### config.mk
export PLATFORM = sky130hd
export DESIGN_NAME = sram_arbiter
export DESIGN_NICKNAME = d
export VERILOG_FILES = /design/src/rtl/audio_pkg.sv /design/src/rtl/rr_arb2.sv /design/src/rtl/sram_arbiter.sv
export SDC_FILE = /design/constraint.sdc
export NUM_CORES = 1
export LEC_CHECK = 0
export ABC_CLOCK_PERIOD_IN_PS = 3000
export CAP_MARGIN = 20
export CORE_MARGIN = 5
export CORE_UTILIZATION = 45
export CTS_CLUSTER_SIZE = 30
export DETAILED_ROUTE_END_ITERATION = 7
export PLACE_DENSITY = 0.81
export SLEW_MARGIN = 10
export SYNTH_ARGS = -nofsm -noshare
export SYNTH_HDL_FRONTEND = slang
export SYNTH_HIERARCHICAL = 1
export SYNTH_SLANG_ARGS = --single-unit
### constraint.sdc
create_clock -name i_clk -period 3 [get_ports i_clk]
set_input_delay 0.45 -clock i_clk [delete_from_list [all_inputs] [get_ports i_clk]]
set_output_delay 0.45 -clock i_clk [all_outputs]
set_load 0.02 [all_outputs]
### src/rtl/audio_pkg.sv
// Shared types and constants for the audio recorder/player datapath.
// Holds the SRAM arbiter state encoding and access timing default.
package audio_pkg;

  localparam int unsigned ADDR_W      = 20;
  localparam int unsigned DATA_W      = 16;
  localparam int unsigned ACC_CYC_DEF = 2;

  localparam int unsigned REC_BLK_WORDS  = 512;
  localparam int unsigned PLAY_BLK_WORDS = 512;

  typedef enum logic [1:0] {
    S_IDLE,
    S_WRITE,
    S_READ,
    S_RECOVER
  } state_t;

endpackage

### src/rtl/rr_arb2.sv
// Two-way round-robin select for the SRAM arbiter.
// Bit 0 is the recorder (write), bit 1 the player (read).
module rr_arb2 (
  input  logic       i_clk,
  input  logic       i_rst_n,
  input  logic [1:0] i_req,
  input  logic       i_take,
  output logic [1:0] o_gnt
);

  logic last_rd;

  always_comb begin
    o_gnt = 2'b00;
    unique case (1'b1)
      (i_req == 2'b11): o_gnt = last_rd ? 2'b01 : 2'b10;
      (i_req == 2'b01): o_gnt = 2'b01;
      (i_req == 2'b10): o_gnt = 2'b10;
      default:          o_gnt = 2'b00;
    endcase
  end

  // Starting from "read" hands the first contested slot to the recorder.
  always_ff @(posedge i_clk or negedge i_rst_n) begin
    if (!i_rst_n) begin
      last_rd <= 1'b1;
    end else if (i_take && |i_req) begin
      last_rd <= o_gnt[1];
    end
  end

endmodule

### src/rtl/sram_arbiter.sv
// Shares one async SRAM between the recorder (writes) and player (reads).
// Fixed-length strobe window, one recovery cycle between accesses.
module sram_arbiter
  import audio_pkg::*;
#(
  parameter int unsigned ACC_CYC = ACC_CYC_DEF
) (
  input  logic        i_clk,
  input  logic        i_rst_n,
  input  logic        i_wr_req,
  input  logic [19:0] i_wr_addr,
  input  logic [15:0] i_wr_data,
  output logic        o_wr_ack,
  input  logic        i_rd_req,
  input  logic [19:0] i_rd_addr,
  output logic        o_rd_ack,
  output logic [15:0] o_rd_data,
  output logic [19:0] o_sram_addr,
  output logic [15:0] o_sram_dq,
  input  logic [15:0] i_sram_dq,
  output logic        o_sram_dq_oe,
  output logic        o_sram_ce_n,
  output logic        o_sram_we_n,
  output logic        o_sram_oe_n,
  output logic        o_sram_lb_n,
  output logic        o_sram_ub_n,
  output logic [19:0] o_max_addr,
  output logic        o_busy
);

  state_t     state;
  logic [3:0] cnt;
  logic [1:0] gnt;
  logic       take;

  assign take   = (state == S_IDLE);
  assign o_busy = (state != S_IDLE);

  rr_arb2 u_rr (
    .i_clk   (i_clk),
    .i_rst_n (i_rst_n),
    .i_req   ({i_rd_req, i_wr_req}),
    .i_take  (take),
    .o_gnt   (gnt)
  );

  always_ff @(posedge i_clk or negedge i_rst_n) begin
    if (!i_rst_n) begin
      state        <= S_IDLE;
      cnt          <= 4'd0;
      o_wr_ack     <= 1'b0;
      o_rd_ack     <= 1'b0;
      o_rd_data    <= '0;
      o_max_addr   <= '0;
      o_sram_addr  <= '0;
      o_sram_dq    <= '0;
      o_sram_dq_oe <= 1'b0;
      o_sram_ce_n  <= 1'b1;
      o_sram_we_n  <= 1'b1;
      o_sram_oe_n  <= 1'b1;
      o_sram_lb_n  <= 1'b1;
      o_sram_ub_n  <= 1'b1;
    end else begin
      o_wr_ack <= 1'b0;
      o_rd_ack <= 1'b0;
      unique case (state)
        S_IDLE: begin
          if (|gnt) begin
            cnt         <= 4'(ACC_CYC);
            o_sram_ce_n <= 1'b0;
            o_sram_lb_n <= 1'b0;
            o_sram_ub_n <= 1'b0;
            if (gnt[0]) begin
              state        <= S_WRITE;
              o_sram_addr  <= i_wr_addr;
              o_sram_dq    <= i_wr_data;
              o_sram_dq_oe <= 1'b1;
              o_sram_we_n  <= 1'b0;
            end else begin
              state       <= S_READ;
              o_sram_addr <= i_rd_addr;
              o_sram_oe_n <= 1'b0;
            end
          end
        end
        S_WRITE: begin
          cnt <= cnt - 4'd1;
          if (cnt == 4'd1) begin
            state        <= S_RECOVER;
            o_wr_ack     <= 1'b1;
            o_sram_dq_oe <= 1'b0;
            o_sram_ce_n  <= 1'b1;
            o_sram_we_n  <= 1'b1;
            o_sram_lb_n  <= 1'b1;
            o_sram_ub_n  <= 1'b1;
            if (o_sram_addr > o_max_addr)
              o_max_addr <= o_sram_addr;
          end
        end
        S_READ: begin
          cnt <= cnt - 4'd1;
          if (cnt == 4'd1) begin
            state       <= S_RECOVER;
            o_rd_ack    <= 1'b1;
            o_rd_data   <= i_sram_dq;
            o_sram_ce_n <= 1'b1;
            o_sram_oe_n <= 1'b1;
            o_sram_lb_n <= 1'b1;
            o_sram_ub_n <= 1'b1;
          end
        end
        S_RECOVER: state <= S_IDLE;
        default:   state <= S_IDLE;
      endcase
    end
  end

endmodule

==> impl_metrics.py, run 1 <==
metrics = {
    "logic_synthesis": {
        "syn-cell-area_um2": 4170,
        "syn_avg_cell_area_um2": 11.9,
        "synth_nets": 451,
        "synth_cell_types": 42,
        "synthCells": 350,
        "ys_ff_latch": 85,
        "ys_seq_area_share_pct": 51.1,
        "yosys_warnings": 6,
    },
    "route": {
        "dr_total_vias": 3151,
        "dr.first_iter.drc_count": 80,
        "vias_per_cell": 5.05,
        "wirelength_um": 9940,
        "firstDrtPassIters": 4,
        "wire_per_inst_um": 15.9,
        "ant_nets": 0,
        "route.detailed.drc": 0,
    },
    "worst_setup_path": {
        "start_kind": "flop",
        "required_ps": 2550,
        "rr_worst_depth": 8,
        "rrSetupSlack_ps": 470,
        "end_kind": "primary output",
        "worst_ep_arrival_time_ps": 2110,
        "r2r-start": "o_sram_addr[13]",
        "criticalPathCategory": "reg2out",
        "crit_fanout": 12,
        "reg2reg_to": "o_max_addr[9]",
    },
    "timing": {
        "max_freq_mhz": 390,
        "skew_ps": 15.6,
        "fin_ws_ps": 437,
        "post-route-period-util_pct": 85.4,
        "finalSetupTns_ps": 0,
        "rsz0062_at_grt": "false",
        "period_needed_ps": 2560,
        "worst_pin_slew_ps": 784,
        "slew-limit-headroom_pct": 47.7,
        "setup_viol": 0,
        "final_max_slew_viol_count": 0,
        "hold_viol_final": 0,
    },
    "global_routing": {
        "groute.usage.overall_pct": 18.3,
        "grt.overflow.total": 0,
        "antenna_found_initial": 0,
        "grt_max_degree": 86,
        "grt_pass1_wl_um": 16500,
        "grt_pass1_vias": 3392,
    },
    "clocking": {
        "numCtsBuffers": 9,
        "cts.path.max_buffers": 2,
        "root_buffer": "clkbuf_8",
        "cts_sinks": 85,
        "clk_latency_ps": 360,
        "h-tree-depth": 3,
        "clk_pin_slew_ps": 90,
        "cts_tree": "built",
        "post-cts-setup-buffers": 0,
    },
    "final_layout": {
        "fill_cells": 703,
        "mostFrequentLayoutCells": "155 x clkdlybuf4s50_1, 81 x dfrtp_1, 35 x nand2_1",
        "synthToLayoutAreaGrowth_pct": 44.9,
        "fin_nets": 609,
        "drive_gt1_share_pct": 16.6,
        "final_common_cell": "clkdlybuf4s50_1",
        "diodes": 0,
    },
    "power_and_ir_drop": {
        "cellPowerDensity_nw_per_um2": 1010,
        "combPwrFrac_pct": 54.9,
        "swShare_pct": 40.7,
        "power_mw": 6.13,
        "intPower_mw": 3.63,
        "irDropWorstVdd_mv": 0.518,
        "p_switching_mw": 2.50,
        "seqPwrFrac_pct": 33.4,
        "p_leak_nw": 2.69,
        "clkPwrFrac_pct": 11.6,
    },
    "hold_path": {
        "hold_path.startpoint": "o_sram_dq[4]",
        "hold_end": "o_sram_dq[4]",
        "hold_path_class": "reg2reg",
        "hold_depth": 1,
    },
    "floorplan": {
        "row_count": 35,
        "io_pins": 157,
        "dieArea_um2": 11300,
        "initial_core_util_pct": 45.6,
        "dieHeight_um": 106,
        "die_x_um": 106,
        "core-area_um2": 9150,
    },
    "placed_design": {
        "post-dp-hpwl_um": 7490,
        "io_buffers": 156,
        "gp_congestion": 0.750,
        "pre_cts_slack_ps": 489,
    },
    "job": {
        "drv_cap": 0,
    },
    "status": {
        "status": "complete, no violations",
    },
}
## sequential cells by signal, indices dropped and copies added, names as in the netlist
signal / count
cnt: 4
o_max_addr: 20
o_rd_ack: 1
o_rd_data: 16
o_sram_addr: 20
o_sram_dq: 16
o_sram_dq_oe: 1
o_sram_oe_n: 1
o_sram_ub_n: 1
o_sram_we_n: 1
o_wr_ack: 1
state: 2
u_rr/last_rd: 1
## layer usage
layer,vias to the layer above,share of wire (%),GRT usage [%]
met3,13,7.4,5.16
met4,0,1.7,6.94
met2,106,50,30.9
li1,1524,-,-
met5,-,0,0
met1,1508,40,22.3
## Yosys cell counts, drive strengths merged
cell,count,area share [%]
nor3b,1,0.45
nand3,1,0.12
o22a,1,0.21
o211ai,2,0.36
dfrtp,81,49
o21a,1,0.18
and2,2,0.33
clkbuf,5,0.45
a2bb2oi,1,0.21
a311oi,1,0.21
o22ai,1,0.15
buf,11,1.9
o21ai,30,3.6
a32oi,1,0.21
nor2b,1,0.15
a31oi,1,0.15
o221ai,2,0.57
nand4,5,0.90
mux2,52,16
ha,25,7.5
nand2b,1,0.15
nand2,35,3.2
a21boi,2,0.36
inv,31,2.8
a21oi,15,1.8
dfstp,4,2.5
nor2,8,0.78
a211oi,1,0.18
nor4,1,0.15
mux2i,22,5.3
o31ai,1,0.18
nor3,4,0.60
## what timing repair did
item	4_1_cts	5_1_grt
resized for setup	0	0
hold buffers	0	1
endpoints found under the hold margin	0	18
## logic make-up (layout without fill, tap and decap cells)
| group | count (synthesis) | in the layout | synth area share, % |
|---|---|---|---|
| adder cells (fa/ha/maj) | 25 | 25 | 7.50 |
| multiplexers | 74 | 74 | 21.1 |
| buffers and inverters | 47 | 210 | 5.10 |
| AND/OR/NAND/NOR | 59 | 59 | 6.78 |
| AO/OA/AOI/OAI | 60 | 60 | 8.37 |
| flip-flops | 85 | 85 | 51.1 |
## metrics by stage
step | std cells | hold slack (ps) | utilization, % | instance area [um^2]
after global placement | 606 | 488 | 63.8 | 5840
after detailed placement | 606 | 494 | 63.8 | 5840
after global routing | 624 | 538 | 66.0 | 6040
final | 624 | 512 | 66.0 | 6040
after floorplan | 350 | 154 | - | 4170
after CTS | 622 | 313 | 65.6 | 6000
## power groups by stage
stage | sequential (mW) | combinational, mW | clock (mW)
after global routing | 2.14 | 3.66 | 0.789
after CTS | 2.06 | 3.40 | 0.742
after detailed placement | 2.07 | 3.39 | 0
final | 2.05 | 3.37 | 0.713
after floorplan | 2.55 | 1.42 | 0
after global placement | 2.03 | 3.31 | 0
## worst max-delay path: stages (launching register included)
cell and delay (ps):
dfrtp_1 390, inv_1 110, ha_1 440, inv_1 230
clkdlybuf4s50_1 600
## area by class of cell
cell class              instances  area, um^2  share of cell area (%)
clock buffers                  11         131                    2.17
clock inverters                 5        37.5                   0.621
inverters                      31         116                    1.93
multi-input cells             218        1850                    30.6
flip-flops and latches         85        2130                    35.3
well taps                     111         139                    2.30
repair buffers                163        1630                    27.0
## worst max path at each step
stage	start	to	slack [ps]
2_1_floorplan	o_max_addr[13]	o_max_addr[0]	900
3_3_place_gp	o_sram_addr[7]	o_max_addr[6]	560
3_5_place_dp	o_sram_addr[13]	o_max_addr[6]	490
4_1_cts	state[0]	o_busy	430
5_1_grt	state[0]	o_busy	340
6_report	state[0]	o_busy	440
(Power assumes the default switching activity.)
==> inputs of run 2 (changes only) <==
- SKIP_LAST_GASP: default -> 1
==> results of run 2 <==
No change in the layout: final DEF, timing and power equal those of run 1.
==> inputs of run 3 (changes only) <==
- GPL_TIMING_DRIVEN: default -> 0
==> run 3 against run 2 <==
- clock skew shrank 1.9 ps
- critical path depth grew 1
- sequential power is essentially flat
- global-route usage grew 0.68 points
- count of clock-buffer cells in the layout shrank 1
- clock power grew 27%
- worst setup slack gained 44 ps
- sequential share of layout area shrank 0.40 points
- via count grew 3.5%
==> impl_metrics.py, run 3 (synthesis results as in run 1) <==
metrics = {
    "clocking": {
        "numCtsBuffers": 9,
        "clk_pin_slew_ps": 80,
        "clk_latency_ps": 350,
        "cts_resized": 0,
        "cts_sinks": 85,
        "cts_tree": "built",
        "cts.path.max_buffers": 2,
        "root_buffer": "clkbuf_8",
        "h-tree-depth": 3,
        "cts_hold_buf": 0,
        "post-cts-setup-buffers": 0,
    },
    "global_routing": {
        "groute.usage.overall_pct": 19.0,
        "grt.overflow.total": 0,
        "grt_max_degree": 46,
        "antenna_found_initial": 0,
        "grt_pass1_vias": 3515,
        "grt_pass1_wl_um": 17100,
    },
    "floorplan": {
        "io_pins": 157,
        "die_x_um": 106,
        "dieHeight_um": 106,
        "core-area_um2": 9150,
        "dieArea_um2": 11300,
        "initial_core_util_pct": 45.6,
        "row_count": 35,
    },
    "timing": {
        "fin_hold_ws_ps": 97.6,
        "finalSetupTns_ps": 0,
        "rsz0062_at_grt": "false",
        "post-route-period-util_pct": 84.0,
        "slew-limit-headroom_pct": 61.4,
        "final_max_slew_viol_count": 0,
        "fin_ws_ps": 481,
        "hold_viol_final": 0,
        "setup_viol": 0,
        "skew_ps": 13.7,
        "period_needed_ps": 2520,
        "max_freq_mhz": 397,
        "worst_pin_slew_ps": 574,
    },
    "final_layout": {
        "fin_nets": 619,
        "reg_top3": "o_max_addr (20), o_sram_addr (20)",
        "diodes": 0,
        "final_common_cell": "clkdlybuf4s50_1",
        "synthToLayoutAreaGrowth_pct": 46.5,
        "fill_cells": 699,
        "drive_gt1_share_pct": 17.2,
        "post-route-util_pct": 66.8,
        "mostFrequentLayoutCells": "155 x clkdlybuf4s50_1, 81 x dfrtp_1, 35 x nand2_1",
    },
    "worst_setup_path": {
        "r2r-start": "o_sram_addr[13]",
        "end_kind": "primary output",
        "startpoint": "state[0]",
        "required_ps": 2550,
        "worst_ep_arrival_time_ps": 2070,
        "start_kind": "flop",
        "crit_fanout": 10,
        "criticalPathCategory": "reg2out",
    },
    "route": {
        "vias_per_cell": 5.15,
        "ant_nets": 0,
        "wirelength_um": 10600,
        "wire_per_inst_um": 16.7,
        "route.detailed.drc": 0,
        "firstDrtPassIters": 5,
        "dr.first_iter.drc_count": 81,
        "dr_total_vias": 3262,
    },
    "status": {
        "status": "complete, no violations",
    },
    "power_and_ir_drop": {
        "p_leak_nw": 2.74,
        "cellPowerDensity_nw_per_um2": 1040,
        "irDropWorstVdd_mv": 0.517,
    },
    "placed_design": {
        "post-dp-hpwl_um": 8090,
        "pre_cts_slack_ps": 583,
        "gp_congestion": 0.805,
        "io_buffers": 156,
    },
    "job": {
        "drv_cap": 0,
    },
    "hold_path": {
        "hold_path_class": "in2async",
    },
}
run 3: worst paths after layout:
kind                       cells after the start             end  slack, ps
hold / removal                                 1    o_sram_dq[3]        100
max in group asynchronous                      2     o_sram_ub_n       2230
setup reg to reg                               8  o_max_addr[12]        690
setup / recovery                               5          o_busy        480
min in group i_clk                             1    o_sram_dq[5]        510
hold reg to reg                                1    o_sram_dq[5]        510
run 3: power breakdown:
group / switching, mW / internal [mW] / total [mW]
sequential: 0.399 / 1.65 / 2.05
combinational: 1.73 / 1.69 / 3.42
clock: 0.414 / 0.490 / 0.904
run 3: critical path, stage by stage, from the launching register on:
cell and delay [ps]:
dfrtp_1 360, inv_1 80, ha_1 250, buf_2 190, inv_1 180, clkdlybuf4s50_1 670
run 3: metal layers:
layer	track usage [%]	vias up	routed length, um
met5	0	-	0
met4	7.77	0	269
met3	6.56	21	842
met2	32.9	115	5360
met1	21.3	1586	4080
li1	-	1540	-
run 3: stage by stage:
step           std cells  total power [mW]  area, um^2
5_1_grt              633              6.82        6110
3_3_place_gp         617              5.36        5870
6_report             633              6.37        6110
4_1_cts              633              6.44        6110
3_5_place_dp         618              5.51        5890
2_1_floorplan        350              3.98        4170
run 3: area by class of cell:
class | count | area [um^2] | area share [%]
Multi-Input combinational cell | 218 | 1830 | 29.9
Sequential cell | 85 | 2130 | 34.9
Timing Repair Buffer | 157 | 1580 | 25.8
Tap cell | 111 | 139 | 2.27
Clock inverter | 5 | 85.1 | 1.39
Inverter | 31 | 116 | 1.90
Clock buffer | 10 | 138 | 2.25
Buffer | 16 | 96.3 | 1.58
